`src/rtl/time_set_ctrl_if.sv`:
```
// Button and display bundle for the time-setting controller.
// master: debouncers, time base and consumers (testbench side).
// slave : the time_set_ctrl block.
interface time_set_ctrl_if;
    logic       mode_p;
    logic       sel_p;
    logic       up_p;
    logic       en1hz;
    logic       setmode;
    logic [1:0] digsel;
    logic       inchour;
    logic       incmin;
    logic       secclr;
    logic       count_en;
    logic       blink;

    modport master (
        output mode_p, sel_p, up_p, en1hz,
        input  setmode, digsel, inchour, incmin, secclr, count_en, blink
    );

    modport slave (
        input  mode_p, sel_p, up_p, en1hz,
        output setmode, digsel, inchour, incmin, secclr, count_en, blink
    );
endinterface

```
`src/rtl/time_set_ctrl.sv`:
```
// Set-mode controller for the digital clock.
// Turns debounced MODE/SELECT/UP presses into counter strobes, the counter
// run enable, and digit-select/blink controls for the display path.
// Optional feature: define AUTO_TIMEOUT_EN to build an idle timer that
// returns to NORMAL after TIMEOUT_SEC seconds without a button press.
//
// state    | meaning
// ---------+------------------------------------------------------------
// NORMAL   | clock running, no digits selected, buttons other than MODE ignored
// SET_HOUR | UP increments hours
// SET_MIN  | UP increments minutes
// SET_SEC  | UP clears seconds, time counters halted
module time_set_ctrl #(
    parameter int TIMEOUT_SEC = 30
) (
    input  logic               clk,
    input  logic               rst_n,
    time_set_ctrl_if.slave     bus
);

    // State encoding equals the DIGSEL code so the digit select is the state.
    typedef enum logic [1:0] {
        NORMAL   = 2'b00,
        SET_SEC  = 2'b01,
        SET_MIN  = 2'b10,
        SET_HOUR = 2'b11
    } state_t;

    // Catch an out-of-range timeout at elaboration rather than in silicon.
    if (TIMEOUT_SEC < 1 || TIMEOUT_SEC > 63) begin : g_bad_timeout
        $error("time_set_ctrl: TIMEOUT_SEC must be in 1..63");
    end

    state_t state;
    state_t state_nxt;
    logic   setmode_q;
    logic   count_en_q;
    logic   blink_q;
    logic   blink_nxt;
    logic   inchour_q;
    logic   inchour_nxt;
    logic   incmin_q;
    logic   incmin_nxt;
    logic   secclr_q;
    logic   secclr_nxt;
    logic   timeout_hit;

`ifdef AUTO_TIMEOUT_EN
    localparam logic [5:0] TIMEOUT_LAST = 6'(TIMEOUT_SEC - 1);

    logic [5:0] idle_cnt;
    logic [5:0] idle_nxt;

    // Idle seconds counter: cleared by any press and while in NORMAL.
    always_comb begin
        idle_nxt    = idle_cnt;
        timeout_hit = 1'b0;
        if (state == NORMAL || bus.mode_p || bus.sel_p || bus.up_p) begin
            idle_nxt = 6'd0;
        end else if (bus.en1hz) begin
            if (idle_cnt == TIMEOUT_LAST) begin
                timeout_hit = 1'b1;
                idle_nxt    = 6'd0;
            end else begin
                idle_nxt = idle_cnt + 6'd1;
            end
        end
    end

    // Idle counter register.
    always_ff @(posedge clk or negedge rst_n) begin
        if (!rst_n) begin
            idle_cnt <= 6'd0;
        end else begin
            idle_cnt <= idle_nxt;
        end
    end
`else
    assign timeout_hit = 1'b0;
`endif

    // Next-state, blink and strobe decision; MODE beats SELECT beats UP.
    always_comb begin
        state_nxt   = state;
        blink_nxt   = blink_q;
        inchour_nxt = 1'b0;
        incmin_nxt  = 1'b0;
        secclr_nxt  = 1'b0;

        if (bus.mode_p) begin
            state_nxt = (state == NORMAL) ? SET_HOUR : NORMAL;
            blink_nxt = 1'b1;
        end else if (state != NORMAL) begin
            if (bus.sel_p) begin
                case (state)
                    SET_HOUR: state_nxt = SET_MIN;
                    SET_MIN:  state_nxt = SET_SEC;
                    default:  state_nxt = SET_HOUR;
                endcase
                blink_nxt = 1'b1;
            end else if (bus.up_p) begin
                case (state)
                    SET_HOUR: inchour_nxt = 1'b1;
                    SET_MIN:  incmin_nxt  = 1'b1;
                    default:  secclr_nxt  = 1'b1;
                endcase
                blink_nxt = 1'b1;
            end else if (timeout_hit) begin
                state_nxt = NORMAL;
                blink_nxt = 1'b1;
            end else if (bus.en1hz) begin
                blink_nxt = ~blink_q;
            end
        end

        // Digits are always shown outside set mode.
        if (state_nxt == NORMAL) begin
            blink_nxt = 1'b1;
        end
    end

    // FSM state and every output registered together.
    always_ff @(posedge clk or negedge rst_n) begin
        if (!rst_n) begin
            state      <= NORMAL;
            setmode_q  <= 1'b0;
            count_en_q <= 1'b1;
            blink_q    <= 1'b1;
            inchour_q  <= 1'b0;
            incmin_q   <= 1'b0;
            secclr_q   <= 1'b0;
        end else begin
            state      <= state_nxt;
            setmode_q  <= (state_nxt != NORMAL);
            count_en_q <= (state_nxt != SET_SEC);
            blink_q    <= blink_nxt;
            inchour_q  <= inchour_nxt;
            incmin_q   <= incmin_nxt;
            secclr_q   <= secclr_nxt;
        end
    end

    assign bus.setmode  = setmode_q;
    assign bus.digsel   = state;
    assign bus.count_en = count_en_q;
    assign bus.blink    = blink_q;
    assign bus.inchour  = inchour_q;
    assign bus.incmin   = incmin_q;
    assign bus.secclr   = secclr_q;

endmodule

```
`src/flat_wrapper.sv`:
```
// flat-port wrapper written by rule: the top's interface ports become plain ports
module time_set_ctrl_flat 
#(
    parameter int TIMEOUT_SEC = 30
)
  (clk, rst_n, bus_mode_p, bus_sel_p, bus_up_p, bus_en1hz, bus_setmode, bus_digsel, bus_inchour, bus_incmin, bus_secclr, bus_count_en, bus_blink);
  time_set_ctrl_if bus_i ();
  input  logic clk;
  input  logic rst_n;
  input wire logic [$bits(bus_i.mode_p)-1:0] bus_mode_p;
  input wire logic [$bits(bus_i.sel_p)-1:0] bus_sel_p;
  input wire logic [$bits(bus_i.up_p)-1:0] bus_up_p;
  input wire logic [$bits(bus_i.en1hz)-1:0] bus_en1hz;
  output wire logic [$bits(bus_i.setmode)-1:0] bus_setmode;
  output wire logic [$bits(bus_i.digsel)-1:0] bus_digsel;
  output wire logic [$bits(bus_i.inchour)-1:0] bus_inchour;
  output wire logic [$bits(bus_i.incmin)-1:0] bus_incmin;
  output wire logic [$bits(bus_i.secclr)-1:0] bus_secclr;
  output wire logic [$bits(bus_i.count_en)-1:0] bus_count_en;
  output wire logic [$bits(bus_i.blink)-1:0] bus_blink;
  assign bus_i.mode_p = bus_mode_p;
  assign bus_i.sel_p = bus_sel_p;
  assign bus_i.up_p = bus_up_p;
  assign bus_i.en1hz = bus_en1hz;
  assign bus_setmode = bus_i.setmode;
  assign bus_digsel = bus_i.digsel;
  assign bus_inchour = bus_i.inchour;
  assign bus_incmin = bus_i.incmin;
  assign bus_secclr = bus_i.secclr;
  assign bus_count_en = bus_i.count_en;
  assign bus_blink = bus_i.blink;
  time_set_ctrl #(.TIMEOUT_SEC(TIMEOUT_SEC)) u_core (.clk(clk), .rst_n(rst_n), .bus(bus_i));
endmodule
```
`config.mk`:
```
export PLATFORM = sky130hd
export DESIGN_NAME = time_set_ctrl_flat
export DESIGN_NICKNAME = d
export VERILOG_FILES = /design/src/rtl/time_set_ctrl_if.sv /design/src/rtl/time_set_ctrl.sv /design/src/flat_wrapper.sv
export SDC_FILE = /design/constraint.sdc
export NUM_CORES = 1
export LEC_CHECK = 0
export BUFFER_PORTS_ARGS = -buffer_cell sky130_fd_sc_hd__buf_4
export CORE_AREA = 2 2 39 41
export CTS_BUF_LIST = sky130_fd_sc_hd__clkbuf_8
export CTS_CLUSTER_DIAMETER = 60
export DETAILED_ROUTE_END_ITERATION = 6
export DIE_AREA = 0 0 41 43
export GPL_ROUTABILITY_DRIVEN = 0
export GPL_TIMING_DRIVEN = 0
export PLACE_DENSITY = 0.6
export SLEW_MARGIN = 5
export SYNTH_ARGS = -nofsm -noshare
export SYNTH_HDL_FRONTEND = slang
export SYNTH_SLANG_ARGS = --single-unit
```
`constraint.sdc`:
```
create_clock -name clk -period 1.6 [get_ports clk]
set_clock_uncertainty 0.2 [all_clocks]
set_input_delay 0 -clock clk [delete_from_list [all_inputs] [get_ports clk]]
set_output_delay 0 -clock clk [all_outputs]
set_load 0.005 [all_outputs]
```
======== Word level (Yosys, flattened, before mapping) ========
Cells that the tools add are included.
storage, ports and cells
  register bits after elaboration ......... 8
  input bits .............................. 6
  output and inout port bits .............. 8
  logic and storage cells ................. 45
cells by class
  equal/unequal tests ..................... 3
  muxes and demuxes ....................... 26
  bitwise logic cells ..................... 1
  reduce and logical (&&, ||, !) cells .... 8
operator list
  operator              count
  $mux W1               21
  $mux W2               4
  $reduce_bool A5 Y1    1
  $eq A2 B2 Y1 const B  2
  $logic_not A2 Y1      2
  $pmux W2 S2           1
  $reduce_bool A2 Y1    2
  $reduce_bool A3 Y1    1
  $ne A2 B1 Y1 const B  1
  $reduce_and A2 Y1     1
  $reduce_or A2 Y1      1
  $not A1 Y1            1

======== Logic depth before layout (Yosys ltp) ========
  depth in word-level cells ............... 8
  gate-level depth with buffers ........... 3
  mapped depth without buffers ............ 2

======== Worst setup path after synthesis ========
OpenSTA, ideal clock, no wires.
  kind .................................... register to register
  start point ............................. reg u_core.state[0], in the netlist u_core.bus.digsel[0]
  end point ............................... reg u_core.state[1], in the netlist u_core.bus.digsel[1]
  library setup time ...................... 0.125 ns
  arrival time ............................ 1.025 ns
  data required time ...................... 1.275 ns
  path slack .............................. 0.250 ns
  stages on the path, launching flop included .. 4
  buffers on the path ..................... 1
  period minus slack after synthesis ...... 1.350 ns
  path through ............................ dfrtp_1 -> buf_4 -> mux2_2 -> mux2_2
between the ends
  word-level cells in the longest chain between the ends .. 5
  elaborated cells between the ends (all ways) .. 9
  those cells by class .................... 2 x eq/ne; 5 x mux; 2 x reduce/logical
ends and longest elaborated chain
  what                     RTL line              RTL
  from (decl)              time_set_ctrl.sv:34   state_t state;
  from (signal assigned)   time_set_ctrl.sv:133  state <= state_nxt;
  $eq A2 B2 Y1             time_set_ctrl.sv:95   case (state)
  $pmux W2 S2              time_set_ctrl.sv:95
  $mux W2                  time_set_ctrl.sv:94   if (bus.sel_p) begin
  $mux W2                  time_set_ctrl.sv:93   end else if (state != NORMAL) begin
  $mux W2 (*)              time_set_ctrl.sv:90   if (bus.mode_p) begin
  net u_core.state_nxt[1]  time_set_ctrl.sv:35   state_t state_nxt;
Mark *: on every way through the listed nets, which the timed path passes. The rest lies on a longest branch.
A chain may end at the register's enable or synchronous reset.

======== Worst setup path after layout ========
Same ends and word-level chain as after synthesis.

==> results.yml <==
critical_path:
  endpoint_kind: "register"
  rr_endpoint: "u_core.bus.digsel[1]$_DFF_PN0_"
  cp.required_ns: 1.51
  crit_fanout: 10
  cp.arrival_ns: 1.28
  timing.rr.start: "u_core.bus.digsel[0]$_DFF_PN0_"
  worst_setup_path_start_kind: "register"
  setup.worst_path.class: "reg2reg"
  r2r_setup_slack_ns: 0.23
  ff2ff_path_depth: 3
synthesis:
  synthTopCellsByArea: "dfrtp_1, dfstp_2, nor3b_2"
  ys_warn_count: 0
  ys_ff_latch: 8
  synth_fp_nets: 36
  syn-cell-area_um2: 397
  synth_area_leader_cell: "dfrtp_1"
  synth_cells: 30
  synth_top_area_share_pct: 37.9
  yosysSeqAreaShare_pct: 51.1
  syn_avg_cell_area_um2: 13.2
  netlist-cell-type-count: 19
layout:
  area_growth_pct: 53.3
  instances_no_fill: 67
  final_area_um2: 608
  nNetsFinal: 59
  drive_gt1_share_pct: 51.0
  n_antenna_cell: 0
timing:
  fin_crit_sh_pct: 85.8
  slew_headroom_pct: 82.1
  finalHoldViolCount: 0
  fmax_ghz: 0.728
  tns_ns: 0
  slew_violations: 0
  setup_viol: 0
  tightest_slew_ns: 0.268
  rsz0062_at_grt: "false"
  finalCriticalPeriod_ns: 1.37
cts:
  cts_made_buffers: 3
  cts.sinks: 8
  ctsLongestPathBuffers: 2
  cts_tree: "done"
  clockRootBuffer: "clkbuf_8"
  cts_setup_buffers: 0
  cts_hold_buf: 6
  clock_latency_ns: 0.23
  cts_htree_levels: 1
  clk_pin_slew_worst_paths_ns: 0.04
  cts-resized-gates: 0
route:
  drt_iter0_drc: 3
  vias: 289
  wl_per_cell_um: 11.8
  drc_errors: 0
  antenna_left: 0
  drtPass1Iterations: 4
  drt_wl_total_um: 789
  viasPerCell: 4.31
floorplanning:
  core_area_um2: 1380
  die_h_um: 43
  num_io_pins: 14
  start_util_pct: 28.7
  die-area_um2: 1760
  die_w_um: 41
  core.rowCount: 14
power:
  pwr-share-seq_pct: 32.1
  combPwrFrac_pct: 40.5
  netSwitchingPower_w: 0.000243
  power_density_nw_per_um2: 1440
  power_frac_clock_pct: 27.4
  p_int_w: 0.000633
  leakage_nw: 0.265
  ir_worst_vdd_mv: 0.409
  sw_frac_of_total_pct: 27.7
outcome:
  outcome: "completed"
global_routing:
  grt_max_degree: 11
  grt_pass1_vias: 299
  antenna_found_initial: 0
  grt_use_total_pct: 11.3
  grt-ovfl-total: 0
  grt_pass1_wl_mm: 1.24
placement:
  io_buffer_count: 12
  place_hpwl_um: 478
  post_dp_cell_area_um2: 507
  dp_cells: 58
min_path:
  hold_class: "in2async"
flow_run:
  cap_violations: 0
[through the flow]
step / worst slack (ns) / util, % / hold WS [ns] / total power, W
floorplan: 0.250 / - / -0.496 / 0.000509
detailed placement: 0.230 / 36.6 / -0.378 / 0.000631
CTS: 0.224 / 43.9 / 0.0637 / 0.000888
finish: 0.227 / 43.9 / 0.0734 / 0.000876
global placement: 0.243 / 36.6 / -0.378 / 0.000625
global route: 0.201 / 43.9 / 0.0919 / 0.000935
[registers in the layout, indices dropped and copies added (netlist names)]
name / count
u_core.bus.digsel: 2
u_core.bus.secclr: 1
u_core.bus.setmode: 1
u_core.bus.blink: 1
u_core.bus.incmin: 1
u_core.bus.inchour: 1
u_core.bus.count_en: 1
[synthesized netlist by cell type]
cell and count:
buf_4 1, nand2_1 1, or3b_1 1, or2b_1 1, nor3b_2 2, dfstp_2 2, a21o_1 1, mux2_2 2
nand4bb_1 1, dfrtp_1 6, nand3b_1 1, o221ai_1 1, nor2_2 1, xnor2_1 2, xor2_1 1, nor2_1 2
buf_6 2, or4b_1 1, or3b_4 1
[how the worst max path moves through the flow]
stage                                          end  slack, ns                           start
floorplan           u_core.bus.digsel[1]$_DFF_PN0_       0.25  u_core.bus.digsel[0]$_DFF_PN0_
detailed placement  u_core.bus.digsel[1]$_DFF_PN0_       0.23  u_core.bus.digsel[0]$_DFF_PN0_
global placement    u_core.bus.digsel[1]$_DFF_PN0_       0.24  u_core.bus.digsel[0]$_DFF_PN0_
CTS                 u_core.bus.digsel[1]$_DFF_PN0_       0.22  u_core.bus.digsel[0]$_DFF_PN0_
global route        u_core.bus.digsel[1]$_DFF_PN0_       0.20  u_core.bus.digsel[0]$_DFF_PN0_
finish              u_core.bus.digsel[1]$_DFF_PN0_       0.23  u_core.bus.digsel[0]$_DFF_PN0_
[cells by family after synthesis]
group | share of synthesized area, %
and+or+nand+nor | 24.9
DFF | 51.1
xor gates and xnor gates | 6.63
buffers and inverters | 7.57
AOI/OAI and AO/OA | 4.10
muxes | 5.68
[cell type report]
type	instances	area, um^2
Fill cell	142	776
Sequential cell	8	203
Multi-Input combinational cell	19	164
Timing Repair Buffer	18	150
Clock buffer	3	41.3
Buffer	3	30.0
Tap cell	16	20.0
[routing by layer]
layer / wire, um / vias up / track usage, %
met5: 0 / - / 0
met4: 0 / 0 / 12.0
met3: 26 / 0 / 1.57
met2: 453 / 6 / 15.6
met1: 309 / 137 / 13.5
li1: - / 146 / -
[cell usage in the layout (no fill, tap or decap), drive strengths merged]
master / instances
dfstp: 2
nand4bb: 1
clkbuf: 3
dlygate4sd3: 6
dfrtp: 6
mux2: 2
nand3b: 1
o221ai: 1
buf: 15
nor2: 3
a21o: 1
xor2: 1
or4b: 1
or3b: 2
nor3b: 2
nand2: 1
or2b: 1
xnor2: 2
[worst max-delay path, cell delays in order, from the launching register on]
cell     delay [ns]
dfrtp_1        0.37
buf_4          0.17
mux2_2         0.26
mux2_2         0.26
[power by group through the flow]
stage	clock (W)	sequential (W)	combinational, W
global route	0.000260	0.000287	0.000388
finish	0.000240	0.000281	0.000355
floorplan	0	0.000290	0.000219
global placement	0	0.000284	0.000341
detailed placement	0	0.000284	0.000347
CTS	0.000247	0.000282	0.000359
Power figures use the tool's default switching activity.
